<file path="config.mk">
export PLATFORM = sky130hd
export DESIGN_NAME = ipif_reg_master_flat
export DESIGN_NICKNAME = d
export VERILOG_FILES = /design/src/rtl/ipif_reg_master_pkg.sv /design/src/rtl/ipif_reg_master_if.sv /design/src/rtl/ipif_timeout_cntr.sv /design/src/rtl/ipif_reg_master.sv /design/src/flat_wrapper.sv
export SDC_FILE = /design/constraint.sdc
export NUM_CORES = 1
export LEC_CHECK = 0
export BUFFER_PORTS_ARGS = -buffer_cell sky130_fd_sc_hd__buf_2
export CORE_MARGIN = 2
export CORE_UTILIZATION = 40
export CTS_CLUSTER_DIAMETER = 60
export DETAILED_ROUTE_END_ITERATION = 8
export HOLD_SLACK_MARGIN = 0.1
export PLACE_DENSITY = 0.76
export REMOVE_ABC_BUFFERS = 1
export SLEW_MARGIN = 20
export SYNTH_ARGS = -nofsm -noshare
export SYNTH_HDL_FRONTEND = slang
export SYNTH_SLANG_ARGS = --single-unit
</file>
<file path="constraint.sdc">
create_clock -name Bus2IP_Clk -period 4.1 [get_ports Bus2IP_Clk]
set_clock_uncertainty 0.15 [all_clocks]
set_input_delay 0.82 -clock Bus2IP_Clk [delete_from_list [all_inputs] [get_ports Bus2IP_Clk]]
set_output_delay 0.82 -clock Bus2IP_Clk [all_outputs]
set_load 0.02 [all_outputs]
</file>
<file path="src/rtl/ipif_reg_master_pkg.sv">
// Shared definitions for the IPIF register initiator and the peripherals that
// decode its chip enables (index i drives CE bit [N-1-i]).
package ipif_reg_master_pkg;

  typedef enum logic [1:0] {
    IDLE   = 2'd0,
    ACCESS = 2'd1,
    RESP   = 2'd2
  } ipif_state_e;

  localparam int CE_MAX = 32;

  // Out-of-range indices map to an all-zero CE vector.
  function automatic logic [CE_MAX-1:0] idx_to_ce(input int idx, input int num_reg);
    logic [CE_MAX-1:0] ce;
    if (idx < num_reg) begin
      ce = {{(CE_MAX-1){1'b0}}, 1'b1} << (num_reg - 1 - idx);
    end else begin
      ce = '0;
    end
    return ce;
  endfunction

endpackage

</file>
<file path="src/rtl/ipif_reg_master_if.sv">
// IPIF register bus between one initiator (Bus2IP_* driver) and a user_logic slave.
interface ipif_reg_master_if #(
  parameter int C_SLV_DWIDTH = 32,
  parameter int C_NUM_REG    = 2
);
  logic [C_SLV_DWIDTH-1:0]   Bus2IP_Data;
  logic [C_SLV_DWIDTH/8-1:0] Bus2IP_BE;
  logic [C_NUM_REG-1:0]      Bus2IP_RdCE;
  logic [C_NUM_REG-1:0]      Bus2IP_WrCE;
  logic [C_SLV_DWIDTH-1:0]   IP2Bus_Data;
  logic                      IP2Bus_RdAck;
  logic                      IP2Bus_WrAck;
  logic                      IP2Bus_Error;

  modport master (
    output Bus2IP_Data, Bus2IP_BE, Bus2IP_RdCE, Bus2IP_WrCE,
    input  IP2Bus_Data, IP2Bus_RdAck, IP2Bus_WrAck, IP2Bus_Error
  );

  modport slave (
    input  Bus2IP_Data, Bus2IP_BE, Bus2IP_RdCE, Bus2IP_WrCE,
    output IP2Bus_Data, IP2Bus_RdAck, IP2Bus_WrAck, IP2Bus_Error
  );
endinterface

</file>
<file path="src/rtl/ipif_timeout_cntr.sv">
// Ack-wait counter: expired_o is high in the C_TIMEOUT-th cycle after a clear.
// C_TIMEOUT = 0 never expires.
module ipif_timeout_cntr #(
  parameter int C_TIMEOUT = 16
) (
  input  logic clk_i,
  input  logic rst_ni,
  input  logic clr_i,
  input  logic en_i,
  output logic expired_o
);
  localparam int CW = (C_TIMEOUT > 1) ? $clog2(C_TIMEOUT) : 1;

  logic [CW-1:0] cnt_q;
  logic [CW-1:0] cnt_d;

  assign expired_o = (C_TIMEOUT != 0) && (cnt_q == CW'(C_TIMEOUT - 1));

  // Saturate at the terminal count so the flag cannot wrap away.
  always_comb begin
    cnt_d = cnt_q;
    if (clr_i) begin
      cnt_d = '0;
    end else if (en_i && !expired_o) begin
      cnt_d = cnt_q + CW'(1);
    end else begin
      cnt_d = cnt_q;
    end
  end

  always_ff @(posedge clk_i) begin
    if (!rst_ni) begin
      cnt_q <= '0;
    end else begin
      cnt_q <= cnt_d;
    end
  end
endmodule

</file>
<file path="src/rtl/ipif_reg_master.sv">
// IPIF bus initiator: turns one valid/ready register command into one IPIF
// access and returns the outcome on a valid/ready response stream.
module ipif_reg_master
  import ipif_reg_master_pkg::*;
#(
  parameter int C_SLV_DWIDTH = 32,
  parameter int C_NUM_REG    = 2,
  parameter int C_TIMEOUT    = 16,
  parameter int C_IDX_W      = (C_NUM_REG > 1) ? $clog2(C_NUM_REG) : 1
) (
  input  logic                      Bus2IP_Clk,
  input  logic                      Bus2IP_Resetn,
  input  logic                      cmd_valid,
  output logic                      cmd_ready,
  input  logic                      cmd_wr,
  input  logic [C_IDX_W-1:0]        cmd_idx,
  input  logic [C_SLV_DWIDTH-1:0]   cmd_data,
  input  logic [C_SLV_DWIDTH/8-1:0] cmd_be,
  output logic                      rsp_valid,
  input  logic                      rsp_ready,
  output logic [C_SLV_DWIDTH-1:0]   rsp_data,
  output logic                      rsp_err,
  output logic                      rsp_timeout,
  ipif_reg_master_if.master         bus_if
);
  ipif_state_e               state_q, state_d;
  logic                      wr_q, wr_d;
  logic [C_NUM_REG-1:0]      rdce_q, rdce_d, wrce_q, wrce_d;
  logic [C_SLV_DWIDTH-1:0]   data_q, data_d, rsp_data_q, rsp_data_d;
  logic [C_SLV_DWIDTH/8-1:0] be_q, be_d;
  logic                      rsp_valid_q, rsp_valid_d;
  logic                      rsp_err_q, rsp_err_d;
  logic                      rsp_timeout_q, rsp_timeout_d;
  logic [C_NUM_REG-1:0]      ce_s;
  logic                      ack_s, expired_s, cntr_clr_s, cntr_en_s;

  assign ce_s  = C_NUM_REG'(idx_to_ce(32'(cmd_idx), C_NUM_REG));
  assign ack_s = wr_q ? bus_if.IP2Bus_WrAck : bus_if.IP2Bus_RdAck;

  assign cmd_ready          = (state_q == IDLE) && Bus2IP_Resetn;
  assign rsp_valid          = rsp_valid_q;
  assign rsp_data           = rsp_data_q;
  assign rsp_err            = rsp_err_q;
  assign rsp_timeout        = rsp_timeout_q;
  assign bus_if.Bus2IP_Data = data_q;
  assign bus_if.Bus2IP_BE   = be_q;
  assign bus_if.Bus2IP_RdCE = rdce_q;
  assign bus_if.Bus2IP_WrCE = wrce_q;

  ipif_timeout_cntr #(.C_TIMEOUT(C_TIMEOUT)) u_tmo (
    .clk_i     (Bus2IP_Clk),
    .rst_ni    (Bus2IP_Resetn),
    .clr_i     (cntr_clr_s),
    .en_i      (cntr_en_s),
    .expired_o (expired_s)
  );

  // Bus outputs are cleared on the same edge that ends an access.
  always_comb begin
    state_d       = state_q;
    wr_d          = wr_q;
    rdce_d        = rdce_q;
    wrce_d        = wrce_q;
    data_d        = data_q;
    be_d          = be_q;
    rsp_valid_d   = rsp_valid_q;
    rsp_data_d    = rsp_data_q;
    rsp_err_d     = rsp_err_q;
    rsp_timeout_d = rsp_timeout_q;
    cntr_clr_s    = 1'b0;
    cntr_en_s     = 1'b0;
    case (state_q)
      IDLE: begin
        if (cmd_valid) begin
          wr_d = cmd_wr;
          if (ce_s != '0) begin
            rdce_d     = cmd_wr ? '0 : ce_s;
            wrce_d     = cmd_wr ? ce_s : '0;
            be_d       = cmd_be;
            data_d     = cmd_wr ? cmd_data : '0;
            cntr_clr_s = 1'b1;
            state_d    = ACCESS;
          end else begin
            rsp_valid_d   = 1'b1;
            rsp_data_d    = '0;
            rsp_err_d     = 1'b1;
            rsp_timeout_d = 1'b0;
            state_d       = RESP;
          end
        end else begin
          state_d = IDLE;
        end
      end
      ACCESS: begin
        if (ack_s) begin
          rsp_valid_d   = 1'b1;
          rsp_data_d    = wr_q ? '0 : bus_if.IP2Bus_Data;
          rsp_err_d     = bus_if.IP2Bus_Error;
          rsp_timeout_d = 1'b0;
          rdce_d        = '0;
          wrce_d        = '0;
          data_d        = '0;
          be_d          = '0;
          state_d       = RESP;
        end else if (expired_s) begin
          rsp_valid_d   = 1'b1;
          rsp_data_d    = '0;
          rsp_err_d     = 1'b1;
          rsp_timeout_d = 1'b1;
          rdce_d        = '0;
          wrce_d        = '0;
          data_d        = '0;
          be_d          = '0;
          state_d       = RESP;
        end else begin
          cntr_en_s = 1'b1;
        end
      end
      RESP: begin
        if (rsp_ready) begin
          rsp_valid_d = 1'b0;
          state_d     = IDLE;
        end else begin
          rsp_valid_d = 1'b1;
        end
      end
      default: begin
        rdce_d      = '0;
        wrce_d      = '0;
        data_d      = '0;
        be_d        = '0;
        rsp_valid_d = 1'b0;
        state_d     = IDLE;
      end
    endcase
  end

  // State and registered outputs.
  always_ff @(posedge Bus2IP_Clk) begin
    if (!Bus2IP_Resetn) begin
      state_q       <= IDLE;
      wr_q          <= 1'b0;
      rdce_q        <= '0;
      wrce_q        <= '0;
      data_q        <= '0;
      be_q          <= '0;
      rsp_valid_q   <= 1'b0;
      rsp_data_q    <= '0;
      rsp_err_q     <= 1'b0;
      rsp_timeout_q <= 1'b0;
    end else begin
      state_q       <= state_d;
      wr_q          <= wr_d;
      rdce_q        <= rdce_d;
      wrce_q        <= wrce_d;
      data_q        <= data_d;
      be_q          <= be_d;
      rsp_valid_q   <= rsp_valid_d;
      rsp_data_q    <= rsp_data_d;
      rsp_err_q     <= rsp_err_d;
      rsp_timeout_q <= rsp_timeout_d;
    end
  end
endmodule
</file>
<file path="src/flat_wrapper.sv">
// flat-port wrapper written by rule: the top's interface ports become plain ports
module ipif_reg_master_flat import ipif_reg_master_pkg::*;
#(
  parameter int C_SLV_DWIDTH = 32,
  parameter int C_NUM_REG    = 2,
  parameter int C_TIMEOUT    = 16,
  parameter int C_IDX_W      = (C_NUM_REG > 1) ? $clog2(C_NUM_REG) : 1
)
  (Bus2IP_Clk, Bus2IP_Resetn, cmd_valid, cmd_ready, cmd_wr, cmd_idx, cmd_data, cmd_be, rsp_valid, rsp_ready, rsp_data, rsp_err, rsp_timeout, bus_if_Bus2IP_Data, bus_if_Bus2IP_BE, bus_if_Bus2IP_RdCE, bus_if_Bus2IP_WrCE, bus_if_IP2Bus_Data, bus_if_IP2Bus_RdAck, bus_if_IP2Bus_WrAck, bus_if_IP2Bus_Error);
  ipif_reg_master_if #(.C_SLV_DWIDTH(C_SLV_DWIDTH), .C_NUM_REG(C_NUM_REG)) bus_if_i ();
  input  logic Bus2IP_Clk;
  input  logic Bus2IP_Resetn;
  input  logic cmd_valid;
  output logic cmd_ready;
  input  logic cmd_wr;
  input  logic [C_IDX_W-1:0] cmd_idx;
  input  logic [C_SLV_DWIDTH-1:0] cmd_data;
  input  logic [C_SLV_DWIDTH/8-1:0] cmd_be;
  output logic rsp_valid;
  input  logic rsp_ready;
  output logic [C_SLV_DWIDTH-1:0] rsp_data;
  output logic rsp_err;
  output logic rsp_timeout;
  output wire logic [$bits(bus_if_i.Bus2IP_Data)-1:0] bus_if_Bus2IP_Data;
  output wire logic [$bits(bus_if_i.Bus2IP_BE)-1:0] bus_if_Bus2IP_BE;
  output wire logic [$bits(bus_if_i.Bus2IP_RdCE)-1:0] bus_if_Bus2IP_RdCE;
  output wire logic [$bits(bus_if_i.Bus2IP_WrCE)-1:0] bus_if_Bus2IP_WrCE;
  input wire logic [$bits(bus_if_i.IP2Bus_Data)-1:0] bus_if_IP2Bus_Data;
  input wire logic [$bits(bus_if_i.IP2Bus_RdAck)-1:0] bus_if_IP2Bus_RdAck;
  input wire logic [$bits(bus_if_i.IP2Bus_WrAck)-1:0] bus_if_IP2Bus_WrAck;
  input wire logic [$bits(bus_if_i.IP2Bus_Error)-1:0] bus_if_IP2Bus_Error;
  assign bus_if_Bus2IP_Data = bus_if_i.Bus2IP_Data;
  assign bus_if_Bus2IP_BE = bus_if_i.Bus2IP_BE;
  assign bus_if_Bus2IP_RdCE = bus_if_i.Bus2IP_RdCE;
  assign bus_if_Bus2IP_WrCE = bus_if_i.Bus2IP_WrCE;
  assign bus_if_i.IP2Bus_Data = bus_if_IP2Bus_Data;
  assign bus_if_i.IP2Bus_RdAck = bus_if_IP2Bus_RdAck;
  assign bus_if_i.IP2Bus_WrAck = bus_if_IP2Bus_WrAck;
  assign bus_if_i.IP2Bus_Error = bus_if_IP2Bus_Error;
  ipif_reg_master #(.C_SLV_DWIDTH(C_SLV_DWIDTH), .C_NUM_REG(C_NUM_REG), .C_TIMEOUT(C_TIMEOUT), .C_IDX_W(C_IDX_W)) u_core (.Bus2IP_Clk(Bus2IP_Clk), .Bus2IP_Resetn(Bus2IP_Resetn), .cmd_valid(cmd_valid), .cmd_ready(cmd_ready), .cmd_wr(cmd_wr), .cmd_idx(cmd_idx), .cmd_data(cmd_data), .cmd_be(cmd_be), .rsp_valid(rsp_valid), .rsp_ready(rsp_ready), .rsp_data(rsp_data), .rsp_err(rsp_err), .rsp_timeout(rsp_timeout), .bus_if(bus_if_i));
endmodule
</file>
==> run_results.csv <==
group,metric,value,unit
outcome,status,"completed",
critical_path,crit_fanout,32,
critical_path,critPathSlowestCell,"buf_2",
sta,finalMaxSlewViolations,0,
cts,post_cts_buffers,0,
grt,grt_pass1_vias,2863,
floorplan,die_w,96.0,um
finish,nets,585,
drt,ant_nets,0,
yosys,yosysSeqAreaShare,48.5,%
yosys,synth.area.top_cells,"dfxtp_1 (49%), nand2_1 (12%), mux2i_1 (10%), o21ai_2 (9.6%), nand3_1 (5.2%)",
cts,h-tree-depth,3,
yosys,synth_largest_area_cell,"dfxtp_1",
sta,finalSetupViolCount,0,
cts,post_cts_resized,0,
sta,hold_violations,0,
drt,drt_first_pass_iters,4,
finish,area_growth,29.7,%
critical_path,worst_path_most_repeated_cell,"buf_2",
yosys,yosysWarnings,0,
drt,routed_wl,8230,um
cts,holdBufCountCts,0,
critical_path,crit_path_start_kind,"input pin",
yosys,synth_most_common_cell,"nand2_1",
grt,grt_overflow,0,
cts,cts_made_buffers,9,
floorplan,coreArea,8220,sq um
cts,clock_latency,0.34,ns
sta,period_minus_slack,2.67,ns
yosys,avgSynthCellArea,9.09,sq um
place,dpl.hpwl,5810,um
finish,antenna_cells,0,
cts,cts_tree,"built",
finish,regArea,1640,sq um
job,drv_cap,0,
yosys,synth_cell_type_count,37,
floorplan,rows,33,
drt,wl_per_cell,13.3,um
floorplan,start_util,41.2,%
cts,clkTransAtPathRegs,0.07,ns
finish,multi_input_area,1580,sq um
cts,cts.sinks,82,
yosys,synth_area,3380,sq um
sta,setup_tns,0,ns
critical_path,slowest_delay,0.44,ns
yosys,ys_seq_elements,82,
sta,relSlewSlack,45.5,%
sta,rsz0062_at_grt,"false",
cts,cts_root_buf,"clkbuf_8",
critical_path,cp.arrival,1.70,ns
finish,fill_cells,793,
grt,antenna_found_initial,0,
pwr,p_per_area,408,nW/um^2
drt,drtIter0Drc,113,
critical_path,worstSetupPathType,"input pin to primary output",
sta,clock.fmax,375,MHz
yosys,synthTopCellsByCount,"nand2_1 (111), dfxtp_1 (82), o21ai_2 (37), mux2i_1 (35), nand3_1 (35)",
critical_path,worstReg2RegStart,"u_core.u_tmo.cnt_q[0]$_SDFFE_PP0P_",
drt,viasPerCell,4.99,
floorplan,die_area,9210,sq um
critical_path,cp-end-kind,"primary output",
finish,layout-drive-gt1-share,41.6,%
critical_path,cp_data_required_time,3.13,ns
grt,gr-usage-all-layers,17.5,%
worst_hold_path,hp-start,"u_core.rsp_data[29]$_SDFFE_PN0P_",
cts,clockBufferDepth,2,
sta,setup_slack,1.43,ns
finish,final_util,53.4,%
yosys,synthArstFlopShare,0,%
grt,grt_max_degree,54,
place,gp_congestion,0.785,
place,portBuffers,152,
floorplan,die_height,96.0,um
sta,period_share,65.1,%
worst_hold_path,holdCritPathClass,"flip-flop to flip-flop",
yosys,yosysTopAreaCellShare,48.5,%
sta,worst_pin_slew,0.815,ns
yosys,synth_ff_type,"dfxtp_1",
pwr,ir_worst_vdd,0.224,mV
drt,route.vias.total,3080,
yosys,syn_inst,372,
drt,drc,0,
pwr,power_leakage,2.15,nW
critical_path,crit_start,"Bus2IP_Resetn",
grt,grt_pass1_wl,12800,um
floorplan,io_pins,153,
place,place_ws,1.29,ns
yosys,synth_edf_count,0,
critical_path,worstPathCellList,"buf_2 > nor3b_1 > buf_2",
-- flip-flops by register name, summed over array words and instances, names as in the netlist --
| register | flops |
|---|---|
| u_core.rsp_valid | 1 |
| u_core.bus_if.Bus2IP_WrCE | 2 |
| u_core.u_tmo.cnt_q | 4 |
| u_core.wr_q | 1 |
| u_core.rsp_data | 32 |
| u_core.bus_if.Bus2IP_RdCE | 2 |
| u_core.bus_if.Bus2IP_BE | 4 |
| u_core.rsp_timeout | 1 |
| u_core.state_q | 2 |
| u_core.bus_if.Bus2IP_Data | 32 |
| u_core.rsp_err | 1 |
-- cells in the final DEF (no fill, tap or decap), types with 2 or more instances in the layout --
| cell | instances |
|---|---|
| a21oi_1 | 5 |
| dfxtp_1 | 82 |
| o21ai_2 | 36 |
| nand2b_1 | 2 |
| o31ai_1 | 2 |
| nand3_1 | 35 |
| inv_1 | 2 |
| mux2i_1 | 35 |
| buf_2 | 152 |
| nand2_1 | 111 |
| nor3b_1 | 3 |
| clkbuf_8 | 10 |
| buf_4 | 2 |
| nor2b_1 | 4 |
| bufinv_16 | 3 |
| o22ai_1 | 4 |
| nand4_1 | 2 |
-- power breakdown --
part | switching, mW | total, mW | internal [mW]
logic | 0.148 | 0.233 | 0.0855
clock network | 0.291 | 0.715 | 0.424
registers | 0.0163 | 0.840 | 0.824
total | 0.455 | 1.79 | 1.33
-- layout make-up --
type	count	area share [%]
Clock inverter	6	2.57
Clock buffer	10	3.14
Tap cell	105	2.99
Multi-Input combinational cell	258	36.0
Inverter	2	0.171
Timing Repair Buffer	154	17.7
Sequential cell	82	37.4
-- routing by layer --
layer	wire (um)	track usage [%]	up-vias
met5	0	0	-
met3	355	3.76	23
li1	-	-	1538
met4	278	9.29	0
met1	3440	20.7	1433
met2	4160	29.5	86
-- worst max-delay path: cells and delay by family --
family        cells  cell delay, ns
buf+inv           2            0.63
simple gates      1            0.24
-- worst paths after layout --
kind	end	slack (ns)	depth (start not counted)
setup / recovery	cmd_ready	1.43	3
hold / removal	u_core.rsp_data[29]$_SDFFE_PN0P_	0.31	2
setup reg to reg	u_core.rsp_data[23]$_SDFFE_PN0P_	1.67	5
hold reg to reg	u_core.rsp_data[29]$_SDFFE_PN0P_	0.31	2
-- metrics by stage --
step	std cells	cell area, sq um	power, mW	hold slack [ns]
floorplan	342	3220	0.990	0.314
global placement	601	4140	1.09	0.292
detailed placement	601	4140	1.09	0.298
CTS	617	4390	1.81	0.311
global route	617	4390	1.87	0.327
finish	617	4390	1.79	0.309
-- kinds of logic (layout without fill, tap and decap cells) --
kind of cell               count (synthesis)  after routing  share of synthesized area, %
and+or+nand+nor                          166            166                          21.7
AOI/OAI and AO/OA                         55             55                          13.6
adders and majority gates                  1              1                         0.370
buffers and inverters                     32            172                          4.99
muxes                                     36             36                          10.8
DFF                                       82             82                          48.5
Power figures use the tool's default switching activity.
